File: config.mk
export PLATFORM = sky130hd
export DESIGN_NAME = puf_ram_ctrl
export DESIGN_NICKNAME = d
export VERILOG_FILES = /design/src/rtl/puf_ram_ctrl.sv
export SDC_FILE = /design/constraint.sdc
export NUM_CORES = 1
export LEC_CHECK = 0
export BUFFER_PORTS_ARGS = -buffer_cell sky130_fd_sc_hd__buf_4
export CORE_ASPECT_RATIO = 0.8
export CORE_MARGIN = 10
export CORE_UTILIZATION = 30
export CTS_BUF_LIST = sky130_fd_sc_hd__clkbuf_4 sky130_fd_sc_hd__clkbuf_8
export DETAILED_ROUTE_END_ITERATION = 10
export PLACE_DENSITY = 0.6
export SLEW_MARGIN = 20
export SYNTH_ARGS = -nofsm -noshare
export SYNTH_HDL_FRONTEND = slang
export SYNTH_SLANG_ARGS = --single-unit
export TNS_END_PERCENT = 20
File: constraint.sdc
create_clock -name uprocessor_clk -period 2.85 [get_ports uprocessor_clk]
set_input_delay 0.855 -clock uprocessor_clk [delete_from_list [all_inputs] [get_ports uprocessor_clk]]
set_output_delay 0.855 -clock uprocessor_clk [all_outputs]
set_load 0.02 [all_outputs]
File: src/rtl/puf_ram_ctrl.sv
// Capture and readout controller for the SRAM PUF response buffer.
// A capture writer fills DEPTH bytes into a single-port RAM; a readout
// requester shares the same port and gets it only when no write occurs.
// TIMEOUT must be at least 2.
module puf_ram_ctrl #(
    parameter int DEPTH   = 64,
    parameter int ADDR_W  = 6,
    parameter int DATA_W  = 8,
    parameter int TIMEOUT = 1024
) (
    input  logic                uprocessor_clk,
    input  logic                rst,
    input  logic                cap_start,
    input  logic [DATA_W-1:0]   din,
    input  logic                din_valid,
    output logic                din_ready,
    input  logic                rd_req,
    input  logic [ADDR_W-1:0]   rd_addr,
    output logic                rd_gnt,
    output logic                rd_valid,
    output logic [DATA_W-1:0]   rd_data,
    output logic [ADDR_W-1:0]   ram_addr,
    output logic [DATA_W-1:0]   ram_wdata,
    output logic                ram_wren,
    input  logic [DATA_W-1:0]   ram_q,
    output logic                busy,
    output logic                frame_done,
    output logic [ADDR_W:0]     byte_cnt,
    output logic                overrun_err,
    output logic                timeout_err
);

    localparam int STALL_W = (TIMEOUT > 2) ? $clog2(TIMEOUT) : 1;

    typedef enum logic [1:0] {
        ST_IDLE    = 2'd0,
        ST_CAPTURE = 2'd1,
        ST_DONE    = 2'd2
    } state_t;

    state_t               state_r;
    state_t               state_next_s;
    logic [ADDR_W-1:0]    wr_ptr_r;
    logic [ADDR_W:0]      byte_cnt_r;
    logic [STALL_W-1:0]   stall_r;
    logic                 busy_r;
    logic                 frame_done_r;
    logic                 overrun_r;
    logic                 timeout_r;
    logic                 rd_valid_r;

    logic                 capture_s;
    logic                 wr_fire_s;
    logic                 last_byte_s;
    logic                 stall_max_s;
    logic                 rd_gnt_s;
    logic [ADDR_W-1:0]    ram_addr_s;

    // A restart pulse wins over a byte in the same cycle, so that byte never writes.
    assign capture_s   = (state_r == ST_CAPTURE);
    assign wr_fire_s   = capture_s & din_valid & ~cap_start;
    assign last_byte_s = (wr_ptr_r == ADDR_W'(DEPTH - 1));
    assign stall_max_s = (stall_r == STALL_W'(TIMEOUT - 1));

    // RAM port arbitration: capture writes always win, reads fill the gaps.
    always_comb begin
        rd_gnt_s   = rd_req & ~wr_fire_s;
        ram_addr_s = wr_ptr_r;
        if (wr_fire_s) begin
            ram_addr_s = wr_ptr_r;
        end else if (rd_gnt_s) begin
            ram_addr_s = rd_addr;
        end else begin
            ram_addr_s = wr_ptr_r;
        end
    end

    assign din_ready = capture_s;
    assign rd_gnt    = rd_gnt_s;
    assign ram_addr  = ram_addr_s;
    assign ram_wdata = din;
    assign ram_wren  = wr_fire_s;
    // RAM data arrives the cycle after the grant, aligned with rd_valid.
    assign rd_data   = ram_q;

    assign busy        = busy_r;
    assign frame_done  = frame_done_r;
    assign byte_cnt    = byte_cnt_r;
    assign overrun_err = overrun_r;
    assign timeout_err = timeout_r;
    assign rd_valid    = rd_valid_r;

    // Next-state logic for the capture sequencer.
    always_comb begin
        state_next_s = state_r;
        case (state_r)
            ST_IDLE, ST_DONE: begin
                if (cap_start) begin
                    state_next_s = ST_CAPTURE;
                end else begin
                    state_next_s = state_r;
                end
            end
            ST_CAPTURE: begin
                if (cap_start) begin
                    state_next_s = ST_CAPTURE;
                end else if (din_valid) begin
                    state_next_s = last_byte_s ? ST_DONE : ST_CAPTURE;
                end else if (stall_max_s) begin
                    state_next_s = ST_IDLE;
                end else begin
                    state_next_s = ST_CAPTURE;
                end
            end
            default: state_next_s = ST_IDLE;
        endcase
    end

    // State register and registered busy flag that tracks the next state.
    always_ff @(posedge uprocessor_clk or posedge rst) begin
        if (rst) begin
            state_r <= ST_IDLE;
            busy_r  <= 1'b0;
        end else begin
            state_r <= state_next_s;
            busy_r  <= (state_next_s == ST_CAPTURE);
        end
    end

    // Write pointer, byte count, stall timer and sticky status flags.
    always_ff @(posedge uprocessor_clk or posedge rst) begin
        if (rst) begin
            wr_ptr_r     <= '0;
            byte_cnt_r   <= '0;
            stall_r      <= '0;
            frame_done_r <= 1'b0;
            overrun_r    <= 1'b0;
            timeout_r    <= 1'b0;
        end else if (cap_start) begin
            wr_ptr_r     <= '0;
            byte_cnt_r   <= '0;
            stall_r      <= '0;
            frame_done_r <= 1'b0;
            overrun_r    <= 1'b0;
            timeout_r    <= 1'b0;
        end else if (wr_fire_s) begin
            wr_ptr_r   <= wr_ptr_r + ADDR_W'(1);
            byte_cnt_r <= byte_cnt_r + (ADDR_W + 1)'(1);
            stall_r    <= '0;
            if (last_byte_s) begin
                frame_done_r <= 1'b1;
            end else begin
                frame_done_r <= frame_done_r;
            end
        end else if (capture_s) begin
            if (stall_max_s) begin
                stall_r   <= '0;
                timeout_r <= 1'b1;
            end else begin
                stall_r <= stall_r + STALL_W'(1);
            end
        end else begin
            if (din_valid) begin
                overrun_r <= 1'b1;
            end else begin
                overrun_r <= overrun_r;
            end
        end
    end

    // One rd_valid pulse per grant, one cycle later.
    always_ff @(posedge uprocessor_clk or posedge rst) begin
        if (rst) begin
            rd_valid_r <= 1'b0;
        end else begin
            rd_valid_r <= rd_gnt_s;
        end
    end

endmodule
; After elaboration in Yosys (flattened, before gate mapping)
; Cells that the tools add are included.
[op_classes]
add_sub_neg = 3
n_mul = 0
n_div = 0
magnitude_cmp = 0
n_eq_ne = 7
shifts = 0
n_mux = 27
bitwise = 5
reduce_logical = 11
[op_table]
columns = cell, count
row1 = two-way mux 10 bit, 4
row2 = two-way mux 6 bit, 4
row3 = two-way mux 7 bit, 2
row4 = two-way mux 1 bit, 12
row5 = adder 10 x 1 -> 10 bit (second input constant), 1
row6 = equality test 10 bit (second input constant), 1
row7 = nonzero test 2 bit, 5
row8 = two-way mux 2 bit, 4
row9 = adder 7 x 1 -> 7 bit (second input constant), 1
row10 = adder 6 x 1 -> 6 bit (second input constant), 1
row11 = equality test 6 bit (second input constant), 1
row12 = AND reduction 3 bit, 2
row13 = equality test 2 x 1 -> 1 bit (second input constant), 2
row14 = != test 2 bit (second input constant), 2
row15 = one-hot mux 2 bit (2 select lines), 1
row16 = bitwise AND 1 bit, 3
row17 = nonzero test 3 bit, 1
row18 = equality test 2 bit (second input constant), 1
row19 = logical NOT 2 bit, 1
row20 = inverter 1 bit, 2
row21 = AND reduction 2 bit, 1
row22 = OR reduction 2 bit, 1
[totals]
ff_bits = 30
latch_bits = 0
ramBits = 0
romBits = 0
inputBits = 27
out_inout_bits = 37
n_memories = 0

; Logic depth before layout (Yosys ltp)
; Gate-level depths: netlist of the first run.
[logic_depth]
ltp_word = 7
mapped_depth = 6
mapped_depth_nobuf = 5

; Worst setup path after synthesis of the first run
; Ideal clock, no wire load.
[synth_path]
path_kind = in2out
start = input cap_start
end = output ram_wren
arrival_ns = 1.556
slack_ns = 0.439
cell_stages = 3
path_cell_list = clkbuf_1 buf_1 nor2_1
[synth_via]
elab_chain_len = 2
[synth_rtl]
columns = item, line_no
row1 = from (decl), 13  ; input logic cap_start,
row2 = inverter 1 bit, 61  ; assign wr_fire_s = capture_s & din_valid & ~cap_start;
row3 = bitwise AND 1 bit, 61
row4 = to (decl), 24  ; output logic ram_wren,
; No other way between the ends.

; Final worst setup path of the first run
[layout_path]
start = input din_valid
end = output ram_addr[1]
[layout_via]
elab_chain_len = 6
[layout_rtl]
columns = item, line_no
row1 = from (decl), 15  ; input logic din_valid,
row2 = bitwise AND 1 bit * (2 in a row), 61
row3 = inverter 1 bit, 67  ; rd_gnt_s = rd_req & ~wr_fire_s;
row4 = bitwise AND 1 bit, 67
row5 = two-way mux 6 bit, 71  ; end else if (rd_gnt_s) begin
row6 = two-way mux 6 bit *, 69  ; if (wr_fire_s) begin
row7 = to (decl), 22  ; output logic [ADDR_W-1:0] ram_addr,
; Mark *: on every way between the ends. The rest lies on a longest branch, timed or not.

==> impl_metrics.env, run 1 <==
export IMPL_status="completed"
export IMPL_multi_input_area_sq_um=730.7
export IMPL_yosysMostFrequentCell="dfrtp_1"
export IMPL_ctsHoldBuffers=0
export IMPL_max_freq_ghz=0.3634
export IMPL_tightest_slew_ns=0.4852
export IMPL_p_leak_uw=0.0008940
export IMPL_cp_end_kind="output port"
export IMPL_swShare_pct=23.90
export IMPL_clk_pin_slew_ns=0.06
export IMPL_first_pass_iters=4
export IMPL_place_hpwl_mm=2.606
export IMPL_pin_count=64
export IMPL_path_class="input pin to output port"
export IMPL_yosys_top_cells_count="dfrtp_1, nor2_1, buf_4, xor2_1, nand2_1"
export IMPL_numCtsBuffers=5
export IMPL_cp_max_fo=8
export IMPL_num_vias=1208
export IMPL_cts_setup_buffers=0
export IMPL_powerDensity_mw_per_mm2=488.0
export IMPL_areaGrowthSynthToFinish_pct=18.41
export IMPL_hold_path_class="register to register"
export IMPL_syn_area_sq_mm=0.001638
export IMPL_synth_nets=194
export IMPL_start_kind="input pin"
export IMPL_antenna_found_initial=0
export IMPL_clock_path_buffers=2
export IMPL_max_cap_viol_count=0
export IMPL_drt_wirelength_per_cell_microns=14.73
export IMPL_netlist_area_leader_share_pct=45.84
export IMPL_rsz0062_at_grt="false"
export IMPL_skew_ns=0.005813
export IMPL_power_uw=946.4
export IMPL_gp_congestion=0.6990
export IMPL_switchingPower_uw=226.2
export IMPL_routed_wl_mm=3.639
export IMPL_cts_tree="done"
export IMPL_post_route_period_util_pct=96.56
export IMPL_clk_latency_ns=0.27
export IMPL_syn_inst=164
export IMPL_die_w_microns=102.6
export IMPL_synth_area_leader_cell="dfrtp_1"
export IMPL_fill_cells=529
export IMPL_core_region_area_sq_mm=0.005151
export IMPL_post_route_cell_area_sq_mm=0.001939
export IMPL_p_seq_share_pct=46.8
export IMPL_fin_cells=247
export IMPL_fin_setup_tns_ns=0
export IMPL_cpMostUsedCell="buf_4"
export IMPL_synth_edf_count=0
export IMPL_grt_pass1_wl_mm=6.078
export IMPL_die_h_microns=86.09
export IMPL_dp_cells=239
export IMPL_critPathSlowestCell="mux2_2"
export IMPL_drv_slew=0
export IMPL_use_met2_pct=11.92
export IMPL_portBuffers=31
export IMPL_grt_max_degree=32
export IMPL_grt_ovfl_total=0
export IMPL_drc=0
export IMPL_timing_hold_ws_ns=0.5200
export IMPL_fin_nets=214
export IMPL_first_global_vias=1193
export IMPL_setup_viol=0
export IMPL_clkPwrFrac_pct=42.6
export IMPL_drt_iter0_drc=37
export IMPL_rows=23
export IMPL_drive_gt1_share_pct=30.27
export IMPL_die_area_sq_mm=0.008833
export IMPL_cp_slowest_stage_delay_ns=0.37
export IMPL_ant_nets=0
export IMPL_cts_root_buf="clkbuf_8"
export IMPL_seq_area_frac_synth_pct=45.84
export IMPL_cts_sinks=30
export IMPL_ir_drop_uv=268.4
export IMPL_ys_async_sr_fraction_pct=100.0
export IMPL_ys_types=34
export IMPL_grt_usage_pct=8.572
export IMPL_antenna_cells=0
export IMPL_syn_area_per_cell_sq_um=9.987
export IMPL_synth_area_leaders="dfrtp_1, buf_4, xor2_1"
export IMPL_grt_busiest_layer="met2"
export IMPL_hold_viol_final=0
export IMPL_synth_warnings=0
export IMPL_worstPathArrival_ns=1.90
export IMPL_vias_per_cell=4.891
export IMPL_placed_area_sq_mm=0.001824
export IMPL_min_period_ns=2.752
export IMPL_path_cells="buf_4 > nand2_2 > o21ai_4 > mux2_2 > buf_4"
export IMPL_synth_flop_cell="dfrtp_1"
export IMPL_p_int_uw=720.2
export IMPL_slew_headroom_pct=67.66
export IMPL_met3_usage_pct=4.250
export IMPL_regArea_sq_um=750.7
export IMPL_pwr_share_comb_pct=10.6
export IMPL_ys_seq_elements=30
export IMPL_crit_required_ns=2.00
export IMPL_use_met1_pct=11.59
export IMPL_htree_levels=2
export IMPL_start_util_pct=31.80
==> worst max-delay path: cells and delay by family <==
kind,cells,cell delay [ns]
mux,1,0.37
compound gates,1,0.28
buf+inv,2,0.29
simple gates,1,0.10
==> power by group through the flow <==
stage                     logic, uW  clock network (uW)  registers [uW]
after floorplan                87.3                   0             453
after global placement          102                   0             450
after detailed placement        103                   0             451
after CTS                       103                 415             443
after global routing            112                 437             444
final                           100                 403             443
==> area by class of cell <==
| cell class | instances | share of cell area [%] |
|---|---|---|
| Tap cell | 62 | 4.000 |
| Sequential cell | 30 | 38.71 |
| Multi-Input combinational cell | 109 | 37.68 |
| Clock buffer | 8 | 5.677 |
| Inverter | 4 | 0.7742 |
| Timing Repair Buffer | 34 | 13.16 |
==> cell families after synthesis <==
group | Yosys count | share of synthesized area (%)
flops | 30 | 45.84
simple gates | 59 | 18.72
xor+xnor | 18 | 9.626
buf+inv | 25 | 9.855
mux | 6 | 4.125
fa+ha+maj | 3 | 2.292
compound gates | 23 | 9.550
==> path summary, 6_finish.rpt <==
check	startpoint	to	slack, ns	cells after the start
max	din_valid	ram_addr[1]	0.1	5
min	overrun_err	overrun_err	0.52	2
max reg2reg	stall_r[0]	stall_r[0]	1.20	5
min in group asynchronous	rst	busy	0.66	3
min reg2reg	overrun_err	overrun_err	0.52	2
max in group asynchronous	rst	state_r[1]	1.91	3
==> sequential cells by signal, indices dropped and copies added, names as in the netlist <==
signal       flops
rd_valid         1
overrun_err      1
busy             1
byte_cnt         7
timeout_err      1
stall_r         10
wr_ptr_r         6
state_r          2
frame_done       1
==> cell usage in the layout, fill, tap and decap left out <==
cell,count
a221oi_1,2
o2111ai_1,3
and3b_1,1
dfrtp_1,30
nand2b_1,1
buf_4,34
inv_1,3
ha_1,3
mux2_2,6
nand4b_1,1
o211ai_1,3
nor3_1,1
a21oi_1,10
or4_1,1
and4_4,2
nand4_1,3
nand2_2,1
a21oi_2,1
nand3_1,3
and3_1,4
inv_2,1
and3_4,1
or3_1,1
clkbuf_8,8
and4_1,2
o21ai_0,3
nand2b_4,1
xnor2_1,4
nand2_1,12
o21ai_4,1
nor3b_1,1
xor2_1,14
nor2_1,23
==> metrics by stage <==
step	util (%)	setup slack, ns
floorplan	-	0.4386
global placement	35.41	0.1407
detailed placement	35.41	0.1142
CTS	37.55	0.06835
global route	37.65	0.01085
finish	37.65	0.09791
==> routing by layer <==
layer,share of wire (%),routed length (microns),vias up
met5,0,0,-
met4,0,0,0
met3,7.9,288,0
met2,42,1541,32
met1,50,1810,587
li1,-,-,589
==> repair_timing <==
item                       4_1_cts  5_1_grt
setup endpoints to repair        0        6
gates resized for setup          0        1
hold endpoints to repair         0        0
No activity file was read; power rests on OpenSTA's default activity.
==> run 2: changes to the inputs <==
--- a/config.mk
+++ b/config.mk
@@ -11,7 +11,7 @@
 export CORE_UTILIZATION = 30
 export CTS_BUF_LIST = sky130_fd_sc_hd__clkbuf_4 sky130_fd_sc_hd__clkbuf_8
 export DETAILED_ROUTE_END_ITERATION = 10
-export PLACE_DENSITY = 0.6
+export PLACE_DENSITY = 0.63
 export SLEW_MARGIN = 20
 export SYNTH_ARGS = -nofsm -noshare
 export SYNTH_HDL_FRONTEND = slang
==> impl_metrics.env, run 2 (synthesis gave the netlist of run 1 again) <==
export IMPL_hold_viol_final=0
export IMPL_layout_commonest_cell="buf_4"
export IMPL_start_util_pct=31.80
export IMPL_max_cap_viol_count=0
export IMPL_fill_cells=517
export IMPL_rsz0062_at_grt="false"
export IMPL_antenna_found_initial=0
export IMPL_hold_path_class="register to register"
export IMPL_timing_hold_ws_ns=0.5123
export IMPL_min_period_ns=2.733
export IMPL_tightest_slew_ns=0.4962
export IMPL_drt_iter0_drc=54
export IMPL_largest_reg_flops=10
export IMPL_numCtsBuffers=5
export IMPL_start_kind="input pin"
export IMPL_ir_drop_uv=218.1
export IMPL_rows=23
export IMPL_routed_wl_mm=3.519
export IMPL_p_leak_uw=0.0008881
export IMPL_gp_congestion=0.7077
export IMPL_ant_nets=0
export IMPL_post_route_util_pct=37.36
export IMPL_layout_setup_ws_ns=0.1168
export IMPL_cp_max_fo=8
export IMPL_worstPathArrival_ns=1.88
export IMPL_cts_setup_buffers=0
export IMPL_post_route_cell_area_sq_mm=0.001924
export IMPL_grt_max_degree=32
export IMPL_post_route_period_util_pct=95.90
export IMPL_setup_viol=0
export IMPL_clock_path_buffers=2
export IMPL_clk_pin_slew_ns=0.06
export IMPL_crit_required_ns=2.00
export IMPL_grt_pass1_wl_mm=5.899
export IMPL_cts_tree="done"
export IMPL_fin_setup_tns_ns=0
export IMPL_drc=0
export IMPL_drive_gt1_share_pct=30.27
export IMPL_fin_nets=214
export IMPL_cp_end_kind="output port"
export IMPL_path_class="input pin to output port"
export IMPL_die_h_microns=86.09
export IMPL_powerDensity_mw_per_mm2=468.4
export IMPL_skew_ns=0.009863
export IMPL_portBuffers=31
export IMPL_htree_levels=2
export IMPL_vias_per_cell=4.854
export IMPL_wl_met1_mm=1.769
export IMPL_drv_slew=0
export IMPL_clk_latency_ns=0.28
export IMPL_place_hpwl_mm=2.551
export IMPL_cts_root_buf="clkbuf_8"
export IMPL_first_global_vias=1177
export IMPL_max_freq_ghz=0.3659
export IMPL_final_cell_mix="buf_4, dfrtp_1, nor2_1"
export IMPL_die_w_microns=102.6
export IMPL_num_vias=1199
export IMPL_core_region_area_sq_mm=0.005151
export IMPL_top_register="stall_r"
export IMPL_first_pass_iters=4
export IMPL_route_met3_wl_microns=258
export IMPL_drt_wirelength_per_cell_microns=14.25
export IMPL_antenna_cells=0
export IMPL_die_area_sq_mm=0.008833
export IMPL_pin_count=64
export IMPL_wl_met2_mm=1.466
export IMPL_grt_ovfl_total=0
export IMPL_grt_usage_pct=8.401
export IMPL_placed_area_sq_mm=0.001824
export IMPL_top_layer="met4"
export IMPL_preCtsSetupSlack_ns=0.1217
export IMPL_slew_headroom_pct=66.92
export IMPL_cts_sinks=30
export IMPL_areaGrowthSynthToFinish_pct=17.49
export IMPL_status="completed"
-- run 2: critical path, stage by stage --
cell and delay (ns):
buf_4 0.13, nand2_2 0.09, o21ai_4 0.27, mux2_2 0.37, buf_4 0.16
-- run 2: what timing repair did --
action | 4_1_cts | 5_1_grt
setup endpoints to repair | 0 | 6
gates resized for setup | 0 | 1
hold buffers | 0 | 0
-- run 2: final cells by class --
class / instances / area, sq um / share of cell area, %
tap: 62 / 77.57 / 4.031
clock inverter: 1 / 5.005 / 0.2601
sequential: 30 / 750.7 / 39.01
timing repair buffer: 34 / 255.2 / 13.26
clock buffer: 7 / 90.09 / 4.681
multi-input combinational: 109 / 730.7 / 37.97
inverter: 4 / 15.01 / 0.7802
-- run 2: per-layer routing --
metal / vias to the layer above / track usage (%)
met5: - / 0
met2: 30 / 10.71
li1: 586 / -
met4: 0 / 2.302
met3: 8 / 4.651
met1: 575 / 11.61
-- run 2: final timing paths --
path | startpoint | to | slack (ns) | cells past startpoint
worst max-delay path | din_valid | ram_addr[5] | 0.12 | 5
worst min-delay path | overrun_err | overrun_err | 0.51 | 2
worst max register to register | stall_r[0] | stall_r[0] | 1.22 | 5
worst min register to register | overrun_err | overrun_err | 0.51 | 2
max in group asynchronous | rst | byte_cnt[0] | 1.92 | 3
min in group asynchronous | rst | rd_valid | 0.65 | 3
-- run 2: report_power, final --
| part | switching [uW] | internal, uW | total [uW] |
|---|---|---|---|
| registers | 9.02 | 434 | 443 |
| logic | 57.9 | 42.7 | 101 |
| clock network | 154 | 204 | 358 |
-- run 2: metrics by stage --
stage,power (uW),instances
3_3_place_gp,552.2,239
3_5_place_dp,554.0,239
4_1_cts,914.9,247
5_1_grt,950.0,247
6_report,901.3,247
2_1_floorplan,540.4,164
==> run 3: changes to the inputs <==
--- a/config.mk
+++ b/config.mk
@@ -5,13 +5,14 @@
 export SDC_FILE = /design/constraint.sdc
 export NUM_CORES = 1
 export LEC_CHECK = 0
+export ABC_AREA = 1
 export BUFFER_PORTS_ARGS = -buffer_cell sky130_fd_sc_hd__buf_4
 export CORE_ASPECT_RATIO = 0.8
 export CORE_MARGIN = 10
 export CORE_UTILIZATION = 30
 export CTS_BUF_LIST = sky130_fd_sc_hd__clkbuf_4 sky130_fd_sc_hd__clkbuf_8
 export DETAILED_ROUTE_END_ITERATION = 10
-export PLACE_DENSITY = 0.63
+export PLACE_DENSITY = 0.62
 export SLEW_MARGIN = 20
 export SYNTH_ARGS = -nofsm -noshare
 export SYNTH_HDL_FRONTEND = slang
==> impl_metrics.env, run 3 <==
export IMPL_cp_top_family="buffers and inverters"
export IMPL_first_pass_iters=4
export IMPL_numCtsBuffers=5
export IMPL_critPathSlowestCell="buf_4"
export IMPL_drv_slew=0
export IMPL_seq_area_frac_synth_pct=42.22
export IMPL_pin_count=64
export IMPL_status="completed"
export IMPL_synth_nets=258
export IMPL_grt_max_degree=31
export IMPL_swShare_pct=30.59
export IMPL_place_hpwl_mm=2.996
export IMPL_tightest_slew_ns=0.3811
export IMPL_ant_nets=0
export IMPL_post_route_util_pct=37.30
export IMPL_yosysMostFrequentCell="nand2_1"
export IMPL_synth_area_leaders="dfrtp_1, nand2_1, buf_4"
export IMPL_preCtsSetupSlack_ns=0.3037
export IMPL_htree_levels=2
export IMPL_syn_area_per_cell_sq_um=7.798
export IMPL_rsz0062_at_grt="false"
export IMPL_min_period_ns=2.556
export IMPL_grt_ovfl_total=0
export IMPL_drt_wirelength_per_cell_microns=11.78
export IMPL_antenna_cells=0
export IMPL_antenna_found_initial=0
export IMPL_clkPwrFrac_pct=35.2
export IMPL_layout_setup_ws_ns=0.2945
export IMPL_vias_per_cell=4.324
export IMPL_ys_types=26
export IMPL_final_cell_mix="nand2_1, buf_4, dfrtp_1"
export IMPL_die_h_microns=88.86
export IMPL_max_freq_ghz=0.3913
export IMPL_path_class="input pin to output port"
export IMPL_drive_gt1_share_pct=25.00
export IMPL_pwr_share_comb_pct=19.9
export IMPL_cts_root_buf="clkbuf_8"
export IMPL_start_kind="input pin"
export IMPL_cp_end_kind="output port"
export IMPL_areaGrowthSynthToFinish_pct=17.17
export IMPL_layout_commonest_cell="nand2_1"
export IMPL_fin_nets=281
export IMPL_yosys_top_cells_count="nand2_1, dfrtp_1, inv_1, nor2_1, buf_4"
export IMPL_switchingPower_uw=323.0
export IMPL_cts_resized_gates=0
export IMPL_grt_usage_pct=8.532
export IMPL_gp_congestion=0.7907
export IMPL_fin_setup_tns_ns=0
export IMPL_drc=0
export IMPL_hold_viol_final=0
export IMPL_clk_pin_slew_ns=0.07
export IMPL_start_util_pct=31.83
export IMPL_largest_reg_flops=10
export IMPL_first_global_vias=1349
export IMPL_die_w_microns=106.1
export IMPL_post_route_period_util_pct=89.67
export IMPL_portBuffers=31
export IMPL_syn_inst=228
export IMPL_setup_viol=0
export IMPL_path_cells="buf_4 > nand3_4 > nor2_4 > inv_2 > nand2_4 > inv_2 > nand2_1 > o21ai_1 > buf_4"
export IMPL_crit_required_ns=2.00
export IMPL_grt_pass1_wl_mm=6.486
export IMPL_cp_max_fo=11
export IMPL_netlist_area_leader_share_pct=42.22
export IMPL_top_register="stall_r"
export IMPL_num_vias=1427
export IMPL_synth_area_leader_cell="dfrtp_1"
export IMPL_cp_slowest_stage_delay_ns=0.16
export IMPL_cts_setup_buffers=0
export IMPL_ir_drop_uv=386.0
export IMPL_worstPathArrival_ns=1.70
export IMPL_slew_headroom_pct=74.59
export IMPL_crit_buf_inv=4
export IMPL_syn_area_sq_mm=0.001778
export IMPL_placed_area_sq_mm=0.001988
export IMPL_cts_tree="done"
export IMPL_drt_iter0_drc=71
export IMPL_synth_edf_count=0
export IMPL_p_leak_uw=0.001062
export IMPL_cts_sinks=30
export IMPL_skew_ns=0.008969
export IMPL_die_area_sq_mm=0.009425
export IMPL_synth_flop_cell="dfrtp_1"
export IMPL_powerDensity_mw_per_mm2=506.8
export IMPL_hold_path_class="register to register"
export IMPL_core_region_area_sq_mm=0.005585
export IMPL_p_seq_share_pct=44.9
export IMPL_synth_warnings=0
export IMPL_ys_async_sr_fraction_pct=100.0
export IMPL_rows=24
export IMPL_clock_path_buffers=2
export IMPL_p_int_uw=732.7
export IMPL_post_route_cell_area_sq_mm=0.002083
export IMPL_ys_seq_elements=30
export IMPL_ctsHoldBuffers=0
export IMPL_max_cap_viol_count=0
export IMPL_clk_latency_ns=0.29
export IMPL_routed_wl_mm=3.886
## run 3: cell families (layout without fill, tap and decap cells)
logic type               count (synthesis)  count (layout)  share of synthesized area, %
AO/OA/AOI/OAI                           29              29                         9.218
adder cells (fa/ha/maj)                  3               3                         2.111
XOR/XNOR                                 4               4                         1.971
flip-flops                              30              30                         42.22
AND/OR/NAND/NOR                        112             112                         29.70
buffers and inverters                   50              74                         14.78
## run 3: worst min-delay path, cell delays in order (launching register included)
cell and delay [ns]:
dfrtp_1 0.35, nand2_1 0.05, nand2_1 0.06
## run 3: per-layer routing
| layer | GRT usage [%] | part of all wire [%] | vias up |
|---|---|---|---|
| met5 | 0 | 0 | - |
| met4 | 3.926 | 1.6 | 0 |
| met3 | 2.905 | 4.5 | 8 |
| met2 | 12.05 | 40 | 29 |
| met1 | 11.44 | 54 | 645 |
| li1 | - | - | 745 |
## run 3: power by group through the flow
stage	Sequential (uW)	Clock, uW	Combinational [uW]
after floorplan	490	0	155
after global placement	481	0	210
after detailed placement	483	0	213
after CTS	475	377	214
after global routing	478	394	235
final	474	371	210
## run 3: worst paths after layout
| path | slack, ns | from | cells past startpoint | endpoint |
|---|---|---|---|---|
| worst max-delay path | 0.29 | din_valid | 9 | ram_addr[1] |
| worst min register to register | 0.49 | frame_done | 2 | frame_done |
| worst max register to register | 1.32 | stall_r[1] | 8 | stall_r[6] |
| max in group asynchronous | 1.92 | rst | 3 | stall_r[9] |
| worst min-delay path | 0.49 | frame_done | 2 | frame_done |
| min in group asynchronous | 0.65 | rst | 3 | stall_r[3] |
## run 3: stage by stage
step / cells / power, uW / hold WS (ns)
floorplan: 228 / 645.2 / 0.4758
global placement: 322 / 690.9 / 0.4717
detailed placement: 322 / 695.9 / 0.4827
CTS: 330 / 1066 / 0.5052
global route: 330 / 1108 / 0.5293
finish: 330 / 1056 / 0.4926
## run 3: cell type report
class | instances | area [sq um]
clock inverters | 1 | 5.005
multi-input cells | 148 | 764.5
fillers | 613 | 3502
repair buffers | 34 | 255.2
clock buffers | 7 | 90.09
inverters | 32 | 120.1
well taps | 78 | 97.59
flip-flops and latches | 30 | 750.7
